--- src/rtl/conv_pkg.sv ---
// Shared constants and FSM encoding for the MAC array sequencer.
package conv_pkg;

    localparam int unsigned DefDw     = 8;
    localparam int unsigned DefWw     = 8;
    localparam int unsigned DefCw     = 16;
    localparam int unsigned DefRow    = 8;
    localparam int unsigned DefColumn = 6;
    localparam int unsigned DefLw     = 16;

    typedef enum logic [2:0] {
        StIdle   = 3'd0,
        StLoadW  = 3'd1,
        StSettle = 3'd2,
        StStream = 3'd3,
        StDrain  = 3'd4
    } state_e;

endpackage

--- src/rtl/mac_ctrl_cnt.sv ---
// Clearable up-counter with terminal-count compare; saturates at all-ones.
module mac_ctrl_cnt #(
    parameter int unsigned W = 16
) (
    input  logic         clk_i,
    input  logic         rst_i,
    input  logic         clr_i,
    input  logic         en_i,
    input  logic [W-1:0] tc_val_i,
    output logic [W-1:0] cnt_o,
    output logic         tc_o
);

    logic [W-1:0] cnt_d, cnt_q;

    // Next count: clear wins over increment; hold at all-ones so it never wraps.
    always_comb begin
        cnt_d = cnt_q;
        if (clr_i) begin
            cnt_d = '0;
        end else if (en_i && (cnt_q != '1)) begin
            cnt_d = cnt_q + W'(1);
        end
    end

    // Count register.
    always_ff @(posedge clk_i or posedge rst_i) begin
        if (rst_i) begin
            cnt_q <= '0;
        end else begin
            cnt_q <= cnt_d;
        end
    end

    assign cnt_o = cnt_q;
    assign tc_o  = (cnt_q == tc_val_i);

endmodule

--- src/rtl/mac_ctrl.sv ---
// Tile sequencer for the weight-stationary MAC array: load weights, settle,
// stream activations, drain. Optional MAC_CTRL_BIAS_EN adds a latched bias
// input that is driven onto arr_ci during STREAM.
module mac_ctrl
    import conv_pkg::*;
#(
    parameter int unsigned DW     = DefDw,
    parameter int unsigned WW     = DefWw,
    parameter int unsigned CW     = DefCw,
    parameter int unsigned ROW    = DefRow,
    parameter int unsigned COLUMN = DefColumn,
    parameter int unsigned LW     = DefLw
) (
    input  logic                   clk,
    input  logic                   rst,
    input  logic                   cfg_start,
    input  logic [LW-1:0]          cfg_len,
    output logic                   busy,
    output logic                   done,
    output logic                   err,
    input  logic [COLUMN*WW-1:0]   wgt_s_data,
    input  logic                   wgt_s_valid,
    output logic                   wgt_s_ready,
    input  logic [ROW*DW-1:0]      act_s_data,
    input  logic                   act_s_valid,
    output logic                   act_s_ready,
    output logic [COLUMN*WW-1:0]   arr_w,
    output logic [COLUMN-1:0]      arr_w_en,
    output logic [ROW*DW-1:0]      arr_data,
    output logic                   arr_first,
    output logic                   arr_last,
    output logic                   arr_valid,
    input  logic                   arr_ready,
    output logic [COLUMN*CW-1:0]   arr_ci,
    input  logic                   res_valid,
    input  logic                   res_last,
    input  logic                   res_ready
`ifdef MAC_CTRL_BIAS_EN
    ,
    input  logic [COLUMN*CW-1:0]   bias
`endif
);

    state_e          state_d, state_q;
    logic [LW-1:0]   len_q;
    logic            done_d, done_q;
    logic            err_d, err_q;
    logic            start_ok;
    logic            w_en, s_en, a_en;
    logic            w_tc, s_tc, a_tc;
    logic [LW-1:0]   w_cnt, s_cnt, a_cnt;
    logic            unused_cnt;

    assign unused_cnt = ^{w_cnt, s_cnt};

    mac_ctrl_cnt #(.W(LW)) u_w_cnt (
        .clk_i    (clk),
        .rst_i    (rst),
        .clr_i    (start_ok),
        .en_i     (w_en),
        .tc_val_i (LW'(ROW - 1)),
        .cnt_o    (w_cnt),
        .tc_o     (w_tc)
    );

    mac_ctrl_cnt #(.W(LW)) u_s_cnt (
        .clk_i    (clk),
        .rst_i    (rst),
        .clr_i    (start_ok),
        .en_i     (s_en),
        .tc_val_i (LW'(ROW - 1)),
        .cnt_o    (s_cnt),
        .tc_o     (s_tc)
    );

    // len_q is nonzero for the whole tile, so len_q-1 never underflows there.
    mac_ctrl_cnt #(.W(LW)) u_a_cnt (
        .clk_i    (clk),
        .rst_i    (rst),
        .clr_i    (start_ok),
        .en_i     (a_en),
        .tc_val_i (len_q - LW'(1)),
        .cnt_o    (a_cnt),
        .tc_o     (a_tc)
    );

    // Next-state and datapath steering; everything idles at zero by default.
    always_comb begin
        state_d     = state_q;
        done_d      = 1'b0;
        err_d       = 1'b0;
        start_ok    = 1'b0;
        w_en        = 1'b0;
        s_en        = 1'b0;
        a_en        = 1'b0;
        wgt_s_ready = 1'b0;
        act_s_ready = 1'b0;
        arr_valid   = 1'b0;
        arr_first   = 1'b0;
        arr_last    = 1'b0;
        arr_w_en    = '0;
        arr_w       = '0;
        arr_data    = '0;
        unique case (state_q)
            StIdle: begin
                if (cfg_start) begin
                    if (cfg_len == '0) begin
                        err_d = 1'b1;
                    end else begin
                        start_ok = 1'b1;
                        state_d  = StLoadW;
                    end
                end
            end
            StLoadW: begin
                wgt_s_ready = 1'b1;
                if (wgt_s_valid) begin
                    arr_w    = wgt_s_data;
                    arr_w_en = '1;
                    w_en     = 1'b1;
                    if (w_tc) begin
                        state_d = StSettle;
                    end
                end
            end
            StSettle: begin
                s_en = 1'b1;
                if (s_tc) begin
                    state_d = StStream;
                end
            end
            StStream: begin
                arr_valid   = act_s_valid;
                act_s_ready = arr_ready;
                arr_data    = act_s_data;
                arr_first   = (a_cnt == '0);
                arr_last    = a_tc;
                if (act_s_valid && arr_ready) begin
                    a_en = 1'b1;
                    if (a_tc) begin
                        state_d = StDrain;
                    end
                end
            end
            StDrain: begin
                if (res_valid && res_ready && res_last) begin
                    done_d  = 1'b1;
                    state_d = StIdle;
                end
            end
            default: state_d = StIdle;
        endcase
    end

    // State, latched length and registered status pulses.
    always_ff @(posedge clk or posedge rst) begin
        if (rst) begin
            state_q <= StIdle;
            len_q   <= '0;
            done_q  <= 1'b0;
            err_q   <= 1'b0;
        end else begin
            state_q <= state_d;
            done_q  <= done_d;
            err_q   <= err_d;
            if (start_ok) begin
                len_q <= cfg_len;
            end
        end
    end

    assign busy = (state_q != StIdle);
    assign done = done_q;
    assign err  = err_q;

`ifdef MAC_CTRL_BIAS_EN
    logic [COLUMN*CW-1:0] bias_q;

    // Bias is captured with the accepted start and held for the tile.
    always_ff @(posedge clk or posedge rst) begin
        if (rst) begin
            bias_q <= '0;
        end else if (start_ok) begin
            bias_q <= bias;
        end
    end

    assign arr_ci = (state_q == StStream && act_s_valid) ? bias_q : '0;
`else
    assign arr_ci = '0;
`endif

endmodule

--- config.mk ---
export PLATFORM = sky130hd
export DESIGN_NAME = mac_ctrl
export DESIGN_NICKNAME = d
export VERILOG_FILES = /design/src/rtl/conv_pkg.sv /design/src/rtl/mac_ctrl_cnt.sv /design/src/rtl/mac_ctrl.sv
export SDC_FILE = /design/constraint.sdc
export NUM_CORES = 1
export LEC_CHECK = 0
export ABC_CLOCK_PERIOD_IN_PS = 2900
export CORE_AREA = 2 2 139 141
export CTS_CLUSTER_SIZE = 28
export DETAILED_ROUTE_END_ITERATION = 8
export DIE_AREA = 0 0 141 143
export PLACE_DENSITY = 0.73
export SLEW_MARGIN = 20
export SYNTH_ARGS = -nofsm -noshare
export SYNTH_HDL_FRONTEND = slang
export SYNTH_HIERARCHICAL = 1
export SYNTH_SLANG_ARGS = --single-unit
--- constraint.sdc ---
create_clock -name clk -period 2.9 [get_ports clk]
set_clock_uncertainty 0.2 [all_clocks]
set_input_delay 0.58 -clock clk [delete_from_list [all_inputs] [get_ports clk]]
set_output_delay 0.58 -clock clk [all_outputs]
set_load 0.02 [all_outputs]
Word level (Yosys, flattened, before mapping)
Cells that the tools add are included.
- add/sub/neg operators: 4
- multipliers: 0
- divide/modulo/power cells: 0
- $lt $le $gt $ge: 0
- equal/unequal tests: 18
- shifts and indexed selects: 0
- mux-type cells: 38
- bitwise operators: 0
- reductions and logical operators: 14
- operators with widths (operator ; number):
    2-to-1 mux 16 bit ; 6
    2-to-1 mux 48 bit ; 2
    2-to-1 mux 64 bit ; 1
    adder 16 x 1 -> 16 bit, second input constant ; 3
    inequality test 16 bit, second input constant ; 3
    equality test 16 x 3 -> 1 bit, second input constant ; 2
    zero test 16 bit ; 2
    2-to-1 mux 3 bit ; 8
    2-to-1 mux 1 bit ; 18
    equality test 16 bit ; 1
    subtractor 16 x 1 -> 16 bit, second input constant ; 1
    case mux 3 bit (5 select lines) ; 1
    inequality test 2 bit, second input constant ; 7
    2-to-1 mux 6 bit ; 2
    AND reduction 8 bit ; 1
    equality test 3 x 2 -> 1 bit, second input constant ; 2
    logical AND 1 bit ; 6
    nonzero test 2 bit ; 3
    equality test 3 x 1 -> 1 bit, second input constant ; 1
    equality test 3 bit, second input constant ; 1
    zero test 3 bit ; 1
    nonzero test 3 bit ; 1
    inequality test 2 x 1 -> 1 bit, second input constant ; 1
- register bits: 69
- latch bits: 0
- bits in writable memories: 0
- memory bits (read-only): 0
- input port bits: 137
- output and inout bits: 222
- word-level logic and storage cells: 81
- memories: 0

Depth between registers and ports, before layout
Gate-level depths: netlist (run 1).
- depth after elaboration: 6
- depth in mapped cells: 12
- depth with buffers taken out: 12

Hierarchy
Netlist (run 1), hierarchy kept.
- by module, submodules not included (module ; times used ; cells each ; area an instance (sq um) ; seq. area each (sq um)):
    mac_ctrl_cnt ; 3 ; 119 ; 1083.5 ; 400.4
    mac_ctrl ; 1 ; 360 ; 2847.7 ; 525.5

Worst setup path before layout (run 1)
No wires, ideal clock.
- path kind: flip-flop to output port
- start point: reg len_q[5]
- end point: out arr_last
- arrival: 2150 ps
- required time: 2120 ps
- slack: -30 ps
- cell stages (with the launch flop): 9
- path buffers: 0
- cells stage by stage: dfrtp_1 nor4_2 nand2b_1 nor4_1 xor2_1 xnor2_1 nand4_1 nor4_1 and2_1
- word-level cells in the longest chain between the ends: 3
- ends and longest elaborated chain (element ; line ; RTL):
    start, declared ; mac_ctrl.sv:45 ; logic [LW-1:0] len_q;
    start signal, assigned ; mac_ctrl.sv:167 ; len_q <= cfg_len;
    subtractor 16 x 1 -> 16 bit ; mac_ctrl.sv:82 ; .tc_val_i (len_q - LW'(1)),
    equality test 16 bit ; mac_ctrl_cnt.sv:36 ; assign tc_o = (cnt_q == tc_val_i);
    named net a_tc ; mac_ctrl.sv:50 ; logic w_tc, s_tc, a_tc;
    2-to-1 mux 1 bit ; mac_ctrl.sv:104 ; unique case (state_q)
    end, declared ; mac_ctrl.sv:31 ; output logic arr_last,
The timed path passes the listed nets, and every way through them passes these cells.

Worst setup path in the final report (run 1)
- start point: reg len_q[8]
- end point: out arr_last
The elaborated chain is that of the path after synthesis.

==> flow_metrics.py, run 1 <==
metrics = {
    "worst_setup_path": {
        "critPathLaunch": "len_q[8]$_DFFE_PP0P_",
        "r2r_slack_ns": -0.13,
        "rr_startpoint": "len_q[8]$_DFFE_PP0P_",
        "endpoint": "arr_last",
        "end_kind": "output pin",
        "r2r-end": "state_q[1]$_DFFE_PP0P_",
        "cp.arrival_ns": 2.68,
        "ff2ff_path_depth": 12,
        "crit_type": "reg -> out",
        "start_kind": "flop",
        "cp.required_ns": 2.12,
        "cp_max_fo": 3,
    },
    "cts": {
        "clock_sinks": 69,
        "htree_levels": 3,
        "tritoncts": "yes",
        "path_clk_slew_ns": 0.06,
        "clk_latency_ns": 0.34,
        "cts_buffers": 9,
        "clockBufferDepth": 2,
        "root_buffer": "clkbuf_16",
    },
    "detailed_routing": {
        "drtIter0Drc": 375,
        "wl_per_cell_um": 16.0,
        "route.detailed.drc": 0,
        "vias": 5967,
        "postRouteAntennaNets": 0,
        "wl_um": 20300,
        "routed_via_density": 4.71,
        "dr.pass1.iters": 4,
    },
    "layout": {
        "layout_commonest_cell": "clkdlybuf4s50_1",
        "antenna_cells": 0,
        "fillers": 1762,
        "mostFrequentLayoutCells": "clkdlybuf4s50_1, conb_1, and2_1",
        "final_cell_area_um2": 9380,
        "drive_gt1_share_pct": 10.9,
        "nets": 1170,
        "synthToLayoutAreaGrowth_pct": 53.8,
    },
    "floorplan": {
        "io_pins": 359,
        "die_area_um2": 20200,
        "fp.dieH_um": 143,
        "initial_utilization_pct": 32.8,
        "core.rowCount": 50,
        "core_area_um2": 18600,
        "fp.dieW_um": 141,
    },
    "timing": {
        "finalHoldViolCount": 0,
        "setup_viol": 4,
        "worstMarginPinSlew_ns": 0.812,
        "max_freq_ghz": 0.289,
        "slew_headroom_pct": 45.8,
        "layout_min_cycle_time_ns": 3.46,
        "holdWs_ns": 0.388,
        "setup_ws_ns": -0.562,
        "finalMaxSlewViolations": 0,
        "finalCritPeriodShare_pct": 119,
        "rsz0062_at_grt": "true",
    },
    "global_route": {
        "antenna_found_initial": 1,
        "grt_util_all_layers_pct": 19.1,
        "overflow": 0,
        "grt_pass1_vias": 5606,
        "grt_max_degree": 53,
        "grt_pass1_wl_um": 30400,
    },
    "place": {
        "gp_congestion": 0.845,
        "place_area_um2": 8980,
        "io_buffers": 262,
        "hpwl_um": 16600,
        "pre_cts_ws_ns": -0.312,
    },
    "run": {
        "cap_violations": 0,
    },
    "synthesis": {
        "syn_inst": 717,
        "syn_area_um2": 6100,
        "synthArstFlopShare_pct": 100,
        "syn_avg_cell_area_um2": 8.51,
        "synth-edff-count": 0,
        "synth-warning-count": 6,
        "ys_seq_elements": 69,
        "synth_flop_cell": "dfrtp_1",
        "synth_seq_area_share_pct": 28.3,
        "yosysUniqueCellTypes": 44,
    },
    "hold_path": {
        "hp-class": "reg -> reg",
    },
    "power": {
        "p_leak_uw": 0.00464,
        "pwr_density_cell_nw_per_um2": 645,
        "ir_worst_vdd_mv": 0.336,
    },
    "run_status": {
        "status": "finished with violations",
        "violations": "negative setup slack",
    },
}
-- routing by layer --
layer | GRT usage (%) | part of all wire (%) | up-vias
met5 | 0 | 0.079 | -
met4 | 3.37 | 0.86 | 2
met3 | 5.33 | 7.6 | 17
met2 | 33.3 | 50 | 247
met1 | 24.0 | 41 | 2794
li1 | - | - | 2907
-- cells in the mapped netlist, types with 4 or more instances --
cell type	number	area, um2
buf_4	102	766
and2_1	74	463
dfrtp_1	69	1730
and3_1	55	344
xnor2_1	51	447
a21oi_1	32	160
nand2_1	30	113
nand4_1	28	175
nor2_1	24	90.1
nor3_1	23	115
o21ai_0	23	115
clkbuf_1	20	75.1
nand3_1	18	90.1
or3_1	17	106
inv_1	14	52.6
nor4_1	13	81.3
xor2_1	13	114
o31ai_1	12	90.1
or4_1	12	90.1
buf_2	9	45.0
mux2_4	9	135
mux2_2	7	78.8
mux2i_1	6	60.1
nand2b_1	5	31.3
nor3b_1	5	37.5
buf_6	4	45.0
ha_1	4	50.1
nand4b_1	4	35.0
-- worst min-delay path by stage --
stage | from | endpoint | slack [ns] | cells after the start
global placement | len_q[15]$_DFFE_PP0P_ | len_q[15]$_DFFE_PP0P_ | 0.38 | 1
CTS | len_q[15]$_DFFE_PP0P_ | len_q[15]$_DFFE_PP0P_ | 0.39 | 1
global route | len_q[15]$_DFFE_PP0P_ | len_q[15]$_DFFE_PP0P_ | 0.40 | 1
detailed placement | len_q[15]$_DFFE_PP0P_ | len_q[15]$_DFFE_PP0P_ | 0.38 | 1
floorplan | rst | u_a_cnt/cnt_o[0]$_DFFE_PP0P_ | 0.29 | 1
finish | len_q[15]$_DFFE_PP0P_ | len_q[15]$_DFFE_PP0P_ | 0.39 | 1
-- repair_timing --
| action | CTS | global route |
|---|---|---|
| pin swaps | 3 | 7 |
| setup buffers | 0 | 3 |
| cloned | 0 | 0 |
| hold buffers | 0 | 0 |
| endpoints found under the setup margin | 44 | 37 |
| resized for setup | 48 | 38 |
-- report_power, final --
group          internal (uW)  switching, uW
combinational           1780           1900
clock                    595            409
sequential              1150            221
total                   3520           2520
-- metrics by stage --
stage | total power (uW) | std cells | utilization (%) | setup TNS (ns)
after floorplan | 3520 | 843 | - | 0
after global placement | 4980 | 1249 | 48.4 | -1.30
after detailed placement | 5030 | 1249 | 48.4 | -1.64
after CTS | 6040 | 1264 | 49.7 | -0.779
after global routing | 6420 | 1267 | 50.5 | -1.65
final | 6050 | 1267 | 50.5 | -0.801
-- worst max-delay path, cell delays in order, from the launching register on --
cell      delay, ns
dfrtp_1        0.41
nor4_4         0.34
nand2b_1       0.14
nor4_2         0.25
xor2_1         0.23
xnor2_1        0.14
nand4_1        0.14
nor4_4         0.37
and2_4         0.21
buf_12         0.11
-- cells by family after synthesis --
family	synth area share, %
multiplexers	4.49
AO/OA/AOI/OAI	8.86
flip-flops	28.3
other	0.123
adder cells (fa/ha/maj)	0.821
XOR/XNOR	9.19
buffers and inverters	16.6
AND/OR/NAND/NOR	31.6
-- state kept, by name, summed over array words and instances, names as in the netlist --
signal and flops:
len_q 16, u_a_cnt/cnt_o 16, u_s_cnt/cnt_o 16, u_w_cnt/cnt_o 16, state_q 3, done 1, err 1
-- final cells by class --
type / count / area [um2] / area share, %
clock inverter: 2 / 10.0 / 0.107
multi-input combinational: 621 / 3940 / 42.0
clock buffer: 13 / 250 / 2.67
tap: 234 / 293 / 3.12
timing repair buffer: 314 / 3110 / 33.1
sequential: 69 / 1730 / 18.4
inverter: 14 / 52.6 / 0.560
Power figures use the tool's default switching activity.
==> run 2, diff against run 1 <==
--- a/config.mk
+++ b/config.mk
@@ -11,6 +11,7 @@
 export DETAILED_ROUTE_END_ITERATION = 8
 export DIE_AREA = 0 0 141 143
 export PLACE_DENSITY = 0.73
+export SKIP_LAST_GASP = 1
 export SLEW_MARGIN = 20
 export SYNTH_ARGS = -nofsm -noshare
 export SYNTH_HDL_FRONTEND = slang
==> run 2 against run 1 <==
The flow still finishes with violations (negative setup slack). Total power is essentially flat. Cell count is the same. First-iteration DRC count grew 0.27%. Core utilization is essentially flat. Critical path depth is the same. Sequential power is essentially flat. Clock-buffer cell count is the same. Critical endpoint unchanged.
==> flow_metrics.py, run 2 (same netlist as run 1, synthesis figures left out) <==
metrics = {
    "timing": {
        "finalCritPeriodShare_pct": 119,
        "setup_viol": 4,
        "finalMaxSlewViolations": 0,
        "layout_min_cycle_time_ns": 3.46,
        "max_freq_ghz": 0.289,
        "holdWs_ns": 0.388,
        "finalSetupTns_ns": -0.851,
        "setup_ws_ns": -0.563,
        "worstMarginPinSlew_ns": 0.812,
        "rsz0062_at_grt": "true",
        "finalHoldViolCount": 0,
        "slew_headroom_pct": 45.8,
    },
    "power": {
        "switchingPower_uw": 2520,
        "seqPwrFrac_pct": 22.7,
        "pwr-share-comb_pct": 60.7,
        "clkPwrFrac_pct": 16.6,
        "pwr_density_cell_nw_per_um2": 644,
        "p_int_uw": 3520,
        "swShare_pct": 41.7,
        "ir_worst_vdd_mv": 0.337,
        "finalPower_uw": 6040,
        "p_leak_uw": 0.00466,
    },
    "layout": {
        "synthToLayoutAreaGrowth_pct": 53.8,
        "regArea_um2": 1730,
        "drive_gt1_share_pct": 10.8,
        "layout_commonest_cell": "clkdlybuf4s50_1",
        "fillers": 1762,
        "antenna_cells": 0,
        "mostFrequentLayoutCells": "clkdlybuf4s50_1, conb_1, and2_1",
        "utilization_pct": 50.5,
        "nets": 1170,
        "multi_input_area_um2": 3930,
        "final_cell_area_um2": 9380,
    },
    "place": {
        "hpwl_um": 16600,
        "place_area_um2": 8980,
        "gp_congestion": 0.845,
        "io_buffers": 262,
    },
    "worst_setup_path": {
        "start_kind": "flop",
        "crit_family": "simple AND/OR/NAND/NOR gates",
        "cp.required_ns": 2.12,
        "crit_path_frequent_cell": "nor4_4",
        "slowest_stage": "dfrtp_1",
        "cp.arrival_ns": 2.68,
        "cp_max_fo": 3,
        "crit_type": "reg -> out",
        "end_kind": "output pin",
        "worstPathCellList": "nor4_4, nand2b_1, nor4_2, xor2_1, xnor2_1, nand4_1, nor4_4, and2_4, buf_12",
        "cp.buffers_inverters": 1,
        "critPathMaxStageDelay_ns": 0.41,
    },
    "detailed_routing": {
        "postRouteAntennaNets": 0,
        "dr.pass1.iters": 5,
        "wl_um": 20300,
        "drtIter0Drc": 376,
        "wl_per_cell_um": 16.0,
        "vias": 5967,
        "routed_via_density": 4.71,
        "route.detailed.drc": 0,
    },
    "global_route": {
        "overflow": 0,
        "grt_pass1_wl_um": 30400,
        "grt_util_all_layers_pct": 19.1,
        "antenna_found_initial": 1,
        "grt_max_degree": 53,
        "grt_pass1_vias": 5606,
    },
    "floorplan": {
        "io_pins": 359,
        "fp.dieH_um": 143,
        "fp.dieW_um": 141,
        "initial_utilization_pct": 32.8,
        "core_area_um2": 18600,
        "die_area_um2": 20200,
        "core.rowCount": 50,
    },
    "cts": {
        "clock_sinks": 69,
        "ctsHoldBuffers": 0,
        "root_buffer": "clkbuf_16",
        "htree_levels": 3,
        "clockBufferDepth": 2,
        "clk_latency_ns": 0.34,
        "path_clk_slew_ns": 0.06,
        "cts_buffers": 9,
        "tritoncts": "yes",
    },
    "hold_path": {
        "hp-class": "reg -> reg",
    },
    "run_status": {
        "violations": "negative setup slack",
        "status": "finished with violations",
    },
    "run": {
        "cap_violations": 0,
    },
}
## run 2: path summary, 6_finish.rpt
kind                                       start  depth (start not counted)                           end  slack, ns
max in group asynchronous                    rst                          2         len_q[15]$_DFFE_PP0P_       1.33
setup reg to reg            len_q[8]$_DFFE_PP0P_                         12        state_q[0]$_DFFE_PP0P_      -0.15
hold / removal             len_q[15]$_DFFE_PP0P_                          1         len_q[15]$_DFFE_PP0P_       0.39
hold reg to reg            len_q[15]$_DFFE_PP0P_                          1         len_q[15]$_DFFE_PP0P_       0.39
min in group asynchronous                    rst                          2  u_a_cnt/cnt_o[0]$_DFFE_PP0P_       0.60
setup / recovery            len_q[8]$_DFFE_PP0P_                          9                      arr_last      -0.56
## run 2: power groups by stage
stage | Combinational, uW | Clock (uW) | Sequential (uW)
floorplan | 2180 | 0 | 1340
global placement | 3630 | 0 | 1350
detailed placement | 3670 | 0 | 1360
CTS | 3650 | 1020 | 1370
global route | 3950 | 1080 | 1400
finish | 3670 | 1000 | 1370
## run 2: repair_timing
action,in CTS,in global routing
resized for setup,47,38
pin swaps,3,7
buffers inserted,0,3
setup endpoints to repair,44,38
## run 2: area by class of cell
type                       count  share of cell area, %
multi-input combinational    621                   41.9
sequential                    69                   18.4
clock buffer                  13                   2.67
inverter                      14                  0.560
tap                          234                   3.12
timing repair buffer         314                   33.2
clock inverter                 2                  0.107
## run 2: metrics by stage
| stage | setup slack [ns] | std cells |
|---|---|---|
| detailed placement | -0.312 | 1249 |
| CTS | -0.564 | 1264 |
| global route | -0.757 | 1267 |
| finish | -0.563 | 1267 |
| floorplan | 0.0178 | 843 |
| global placement | -0.270 | 1249 |
## run 2: per-layer routing
metal  GRT usage [%]  wire length, um  vias up
li1                -                -     2907
met1            24.0             8310     2797
met2            33.3            10200      245
met3            5.33             1580       16
met4            3.37              172        2
met5               0               16        -
==> edit 1, RTL diff (settings of run 2) <==
Set the package constant `DefLw` to 17 (it was 16).
--- a/src/rtl/conv_pkg.sv
+++ b/src/rtl/conv_pkg.sv
@@ -6,7 +6,7 @@
     localparam int unsigned DefCw     = 16;
     localparam int unsigned DefRow    = 8;
     localparam int unsigned DefColumn = 6;
-    localparam int unsigned DefLw     = 16;
+    localparam int unsigned DefLw     = 17;
 
     typedef enum logic [2:0] {
         StIdle   = 3'd0,
Ports: changed (resized cfg_len); port bits go from 359 to 360. The function was not compared with the original's and may differ.
==> edit 1 against run 2 <==
The flow still finishes with violations (setup timing); final cell count up 1.3%; area after synthesis grew 2.6%; core utilization up 2.2 points; power increased by 7.6%; first-iteration DRC count down 19%; sequential cell count increased by 4; final area rose by 4.4%; count of clock-buffer cells in the layout decreased by 1; sequential share of layout area grew 0.25 points; worst setup slack got worse by 280 ps; wire length up 9.1%; non-clock buffer count rose by 24; critical path type unchanged.
==> edit 1: results (changes against run 2) <==
logic_synthesis:
  synth_xor_area_share_pct: 12.7  # +3.5 points
  ys_seq_area_share_pct: 29.2  # +0.87 points
  synth_area_leaders: "dfrtp_1 (29%), buf_4 (13%), xor2_1 (9.4%)"
  synth_compound_area_share_pct: 9.35  # +0.49 points
  synth_cell_types: 52  # +18%
  synthMuxAreaShare_pct: 4.56  # +0.064 points
  synthAdderAreaFrac_pct: 1.40  # +0.58 points
  syn_avg_cell_area_um2: 8.92  # +4.8%
  netlist_top_cells_count: "buf_4 (105), dfrtp_1 (73), and2_1 (69)"
global_route:
  grt_pass1_vias: 5625  # +0.34%
  grt_use_total_pct: 21.3  # +2.2 points
  antenna_found_initial: 0  # -1
  met2_usage_pct: 35.1  # +1.8 points
  use_met1_pct: 28.8  # +4.7 points
  met3_usage_pct: 3.66  # -1.7 points
  grt_pass1_wl_mm: 32.9  # +8.3%
sta:
  setup_viol: 4  # unchanged
  setup_tns_ps: -2160  # -1310 ps
  setup_ws_ps: -845  # -282 ps
  worst_pin_slew_ps: 688  # -124 ps
pwr:
  comb_power_share_pct: 61.1  # +0.4 points
  powerDensity_nw_per_um2: 664  # +3.1%
  power.leakage_uw: 0.00527  # +13%
  seqPwrFrac_pct: 22.4  # -0.3 points
  power_uw: 6500  # +7.6%
  power.group.top: "combinational logic"
  p_sw_uw: 2770  # +9.7%
  vdd_drop_max_mv: 0.414  # +23%
status:
  violations: "setup timing"
  status: "finished with violations"
place:
  placed_cell_area_um2: 9390  # +4.5%
  dp_hpwl_mm: 18.1  # +9.5%
  gp_congestion: 0.864  # +2.2%
  pre_cts_ws_ps: -940  # -629 ps
  place_inst: 1267  # +1.4%
layout:
  drive_above_1_share_pct: 15.6  # +4.8 points
  nFillCells: 1725  # -2.1%
  nets: 1190  # +1.7%
setup_path:
  crit_arrival_ps: 2970  # +290 ps
  cp_max_fo: 4  # +1
routing:
  wl_per_cell_um: 17.3  # +7.7%
  wl_mm: 22.2  # +9.1%
  avgViaCountPerCell: 4.59  # -2.5%
  drtIter0Drc: 305  # -19%
  drt-met1-wl_mm: 9.63  # +16%
  met2RoutedLength_mm: 11.0  # +7.5%
  wl_met3_mm: 1.12  # -29%
clocking:
  htree_levels: 3  # unchanged
  numClockSinks: 73  # +5.8%
  clk_latency_ps: 340  # about the same
  cts-resized-gates: 72  # +53%
worst_hold_path:
  hold_path_class: "in -> async"
## edit 1: changes by cell type in the layout (fill, tap and decap cells not counted), moves of 12 or more
cell	before	now
clkdlybuf4s50_1	190	166
nand4_1	28	11
nor2_1	23	46
clkdlybuf4s15_1	0	13
o31ai_1	12	0
nor3_1	21	7
a21oi_1	31	18
xor2_1	13	67
buf_4	51	72
xnor2_1	51	23
## edit 1: worst paths after layout
| check | startpoint | end | slack, ps | depth (start not counted) |
|---|---|---|---|---|
| max | len_q[2]$_DFFE_PP0P_ | arr_last | -850 | 10 |
| min | rst | err$_DFF_PP0_ | 310 | 2 |
| max reg2reg | len_q[2]$_DFFE_PP0P_ | state_q[1]$_DFFE_PP0P_ | -560 | 13 |
| min reg2reg | len_q[0]$_DFFE_PP0P_ | len_q[0]$_DFFE_PP0P_ | 380 | 1 |
| max in group asynchronous | rst | u_w_cnt/cnt_o[8]$_DFFE_PP0P_ | 1480 | 2 |
| min in group clk | len_q[0]$_DFFE_PP0P_ | len_q[0]$_DFFE_PP0P_ | 380 | 1 |
## edit 1: final cells by class
cell class / instances / area share [%]
multi-input cells: 609 / 41.3
repair buffers: 338 / 33.5
flip-flops and latches: 73 / 18.7
well taps: 234 / 2.99
clock buffers: 12 / 2.72
inverters: 14 / 0.563
clock inverters: 4 / 0.268
## edit 1: kinds of logic (layout without fill, tap and decap cells)
| group | Yosys count | after routing |
|---|---|---|
| compound gates | 72 | 72 |
| xor+xnor | 91 | 91 |
| fa+ha+maj | 7 | 7 |
| buf+inv | 148 | 368 |
| flops | 73 | 73 |
| mux | 23 | 23 |
| other cells | 2 | 130 |
| simple gates | 286 | 286 |
==> edit 2, RTL diff (flow settings as in run 2) <==
Made on the original files. Register the input `cfg_len` before use. The logic sees it one clock later. The other inputs are not delayed to match.
--- a/src/rtl/mac_ctrl.sv
+++ b/src/rtl/mac_ctrl.sv
@@ -41,6 +41,12 @@
 `endif
 );
 
+    logic [LW-1:0] cfg_len_q;
+
+    always_ff @(posedge clk) begin
+        cfg_len_q <= cfg_len;
+    end
+
     state_e          state_d, state_q;
     logic [LW-1:0]   len_q;
     logic            done_d, done_q;
@@ -104,7 +110,7 @@
         unique case (state_q)
             StIdle: begin
                 if (cfg_start) begin
-                    if (cfg_len == '0) begin
+                    if (cfg_len_q == '0) begin
                         err_d = 1'b1;
                     end else begin
                         start_ok = 1'b1;
@@ -164,7 +170,7 @@
             done_q  <= done_d;
             err_q   <= err_d;
             if (start_ok) begin
-                len_q <= cfg_len;
+                len_q <= cfg_len_q;
             end
         end
     end
Check against the original RTL: not equivalent (Yosys sat finds a counterexample within 4 cycles, from zero or initial values and one cycle with rst high).
==> edit 2 against run 2 <==
The run still ends with setup timing left; sequential cell count rose by 16; area after synthesis is 5.3% higher; sequential share of layout area up 3.0 points; power shrank 27%; first-iteration DRC count shrank 15%; wire length rose by 7.8%; via count up 1.2%; final area is 2.1% higher; combinational power shrank 50%; worst setup slack lost 130 ps; largest cell class unchanged; largest power group unchanged; highest routed layer is now met4.
==> edit 2: results (changes against run 2) <==
sta:
  setup_tns_ps: -1330  # -483 ps
  setup_viol: 4  # unchanged
  setup_ws_ps: -690  # -127 ps
status:
  violations: "setup timing"
  status: "finished with violations"
place:
  gp_congestion: 0.860  # +1.8%
  dp_hpwl_mm: 18.0  # +8.5%
  placed_cell_area_um2: 9210  # +2.5%
  pre_cts_ws_ps: -335  # -23.7 ps
logic_synthesis:
  synthCells: 735  # +2.5%
  synth_compound_area_share_pct: 8.64  # -0.23 points
  synthAdderAreaFrac_pct: 0.780  # -0.041 points
  async_reset_ff_share_pct: 81.2  # -19 points
  ys_seq_area_share_pct: 31.9  # +3.6 points
global_route:
  antenna_found_initial: 2  # +1
  met3_usage_pct: 6.17  # +0.84 points
  grt_pass1_wl_mm: 32.0  # +5.5%
  met2_usage_pct: 38.6  # +5.4 points
routing:
  firstDrtPassIters: 4  # -1
  top_layer: "met4"
  met2RoutedLength_mm: 11.7  # +14%
  drt-met1-wl_mm: 8.25  # -0.71%
  avgViaCountPerCell: 4.73  # +0.37%
  wl_mm: 21.9  # +7.8%
pwr:
  vdd_drop_max_mv: 0.342  # +1.5%
setup_path:
  max_stage_delay_ps: 550  # +140 ps
  crit_arrival_ps: 2810  # +130 ps
layout:
  nFillCells: 1775  # +0.74%
  nets: 1178  # +0.68%
  drive_above_1_share_pct: 9.40  # -1.4 points
==> edit 2: cell types whose count changed after synthesis, sizes merged, moves of 2 or more <==
cell,run 2,this run
or4,12,14
o31ai,12,14
xnor2,51,54
o21ai,23,21
dfxtp,0,16
nor4,15,12
nor2,24,27
or3,17,15
nor4b,0,2
nand3b,3,0
xor2,13,10
==> edit 2: cell type report <==
type | count | area [um^2] | share of cell area (%)
clock inverter | 4 | 55.1 | 0.575
timing repair buffer | 304 | 2970 | 31.0
multi-input combinational | 622 | 3900 | 40.7
inverter | 15 | 56.3 | 0.588
tap | 234 | 293 | 3.06
sequential | 85 | 2050 | 21.4
clock buffer | 12 | 246 | 2.58
antenna | 2 | 5.00 | 0.0523
==> edit 2: power breakdown <==
part           switching, uW  internal, uW
Sequential              95.8          1310
Combinational            969           884
Clock                    473           696
Total                   1540          2890
==> edit 2: what timing repair did <==
item	CTS	global route
hold endpoints to repair	0	0
setup endpoints to repair	95	33
hold buffers	0	0
pin swaps	3	2
setup buffers	4	1
gates resized for setup	90	34
==> edit 2: path summary, 6_finish.rpt <==
check / from / end / slack (ps) / depth (start not counted)
setup / recovery: len_q[3]$_DFFE_PP0P_ / arr_last / -690 / 10
hold / removal: cfg_len_q[8]$_DFF_P_ / len_q[8]$_DFFE_PP0P_ / 290 / 1
setup reg to reg: len_q[3]$_DFFE_PP0P_ / state_q[2]$_DFFE_PP0P_ / -260 / 14
hold reg to reg: cfg_len_q[8]$_DFF_P_ / len_q[8]$_DFFE_PP0P_ / 290 / 1
max in group asynchronous: rst / len_q[0]$_DFFE_PP0P_ / 1290 / 2
min in group asynchronous: rst / u_a_cnt/cnt_o[11]$_DFFE_PP0P_ / 610 / 2
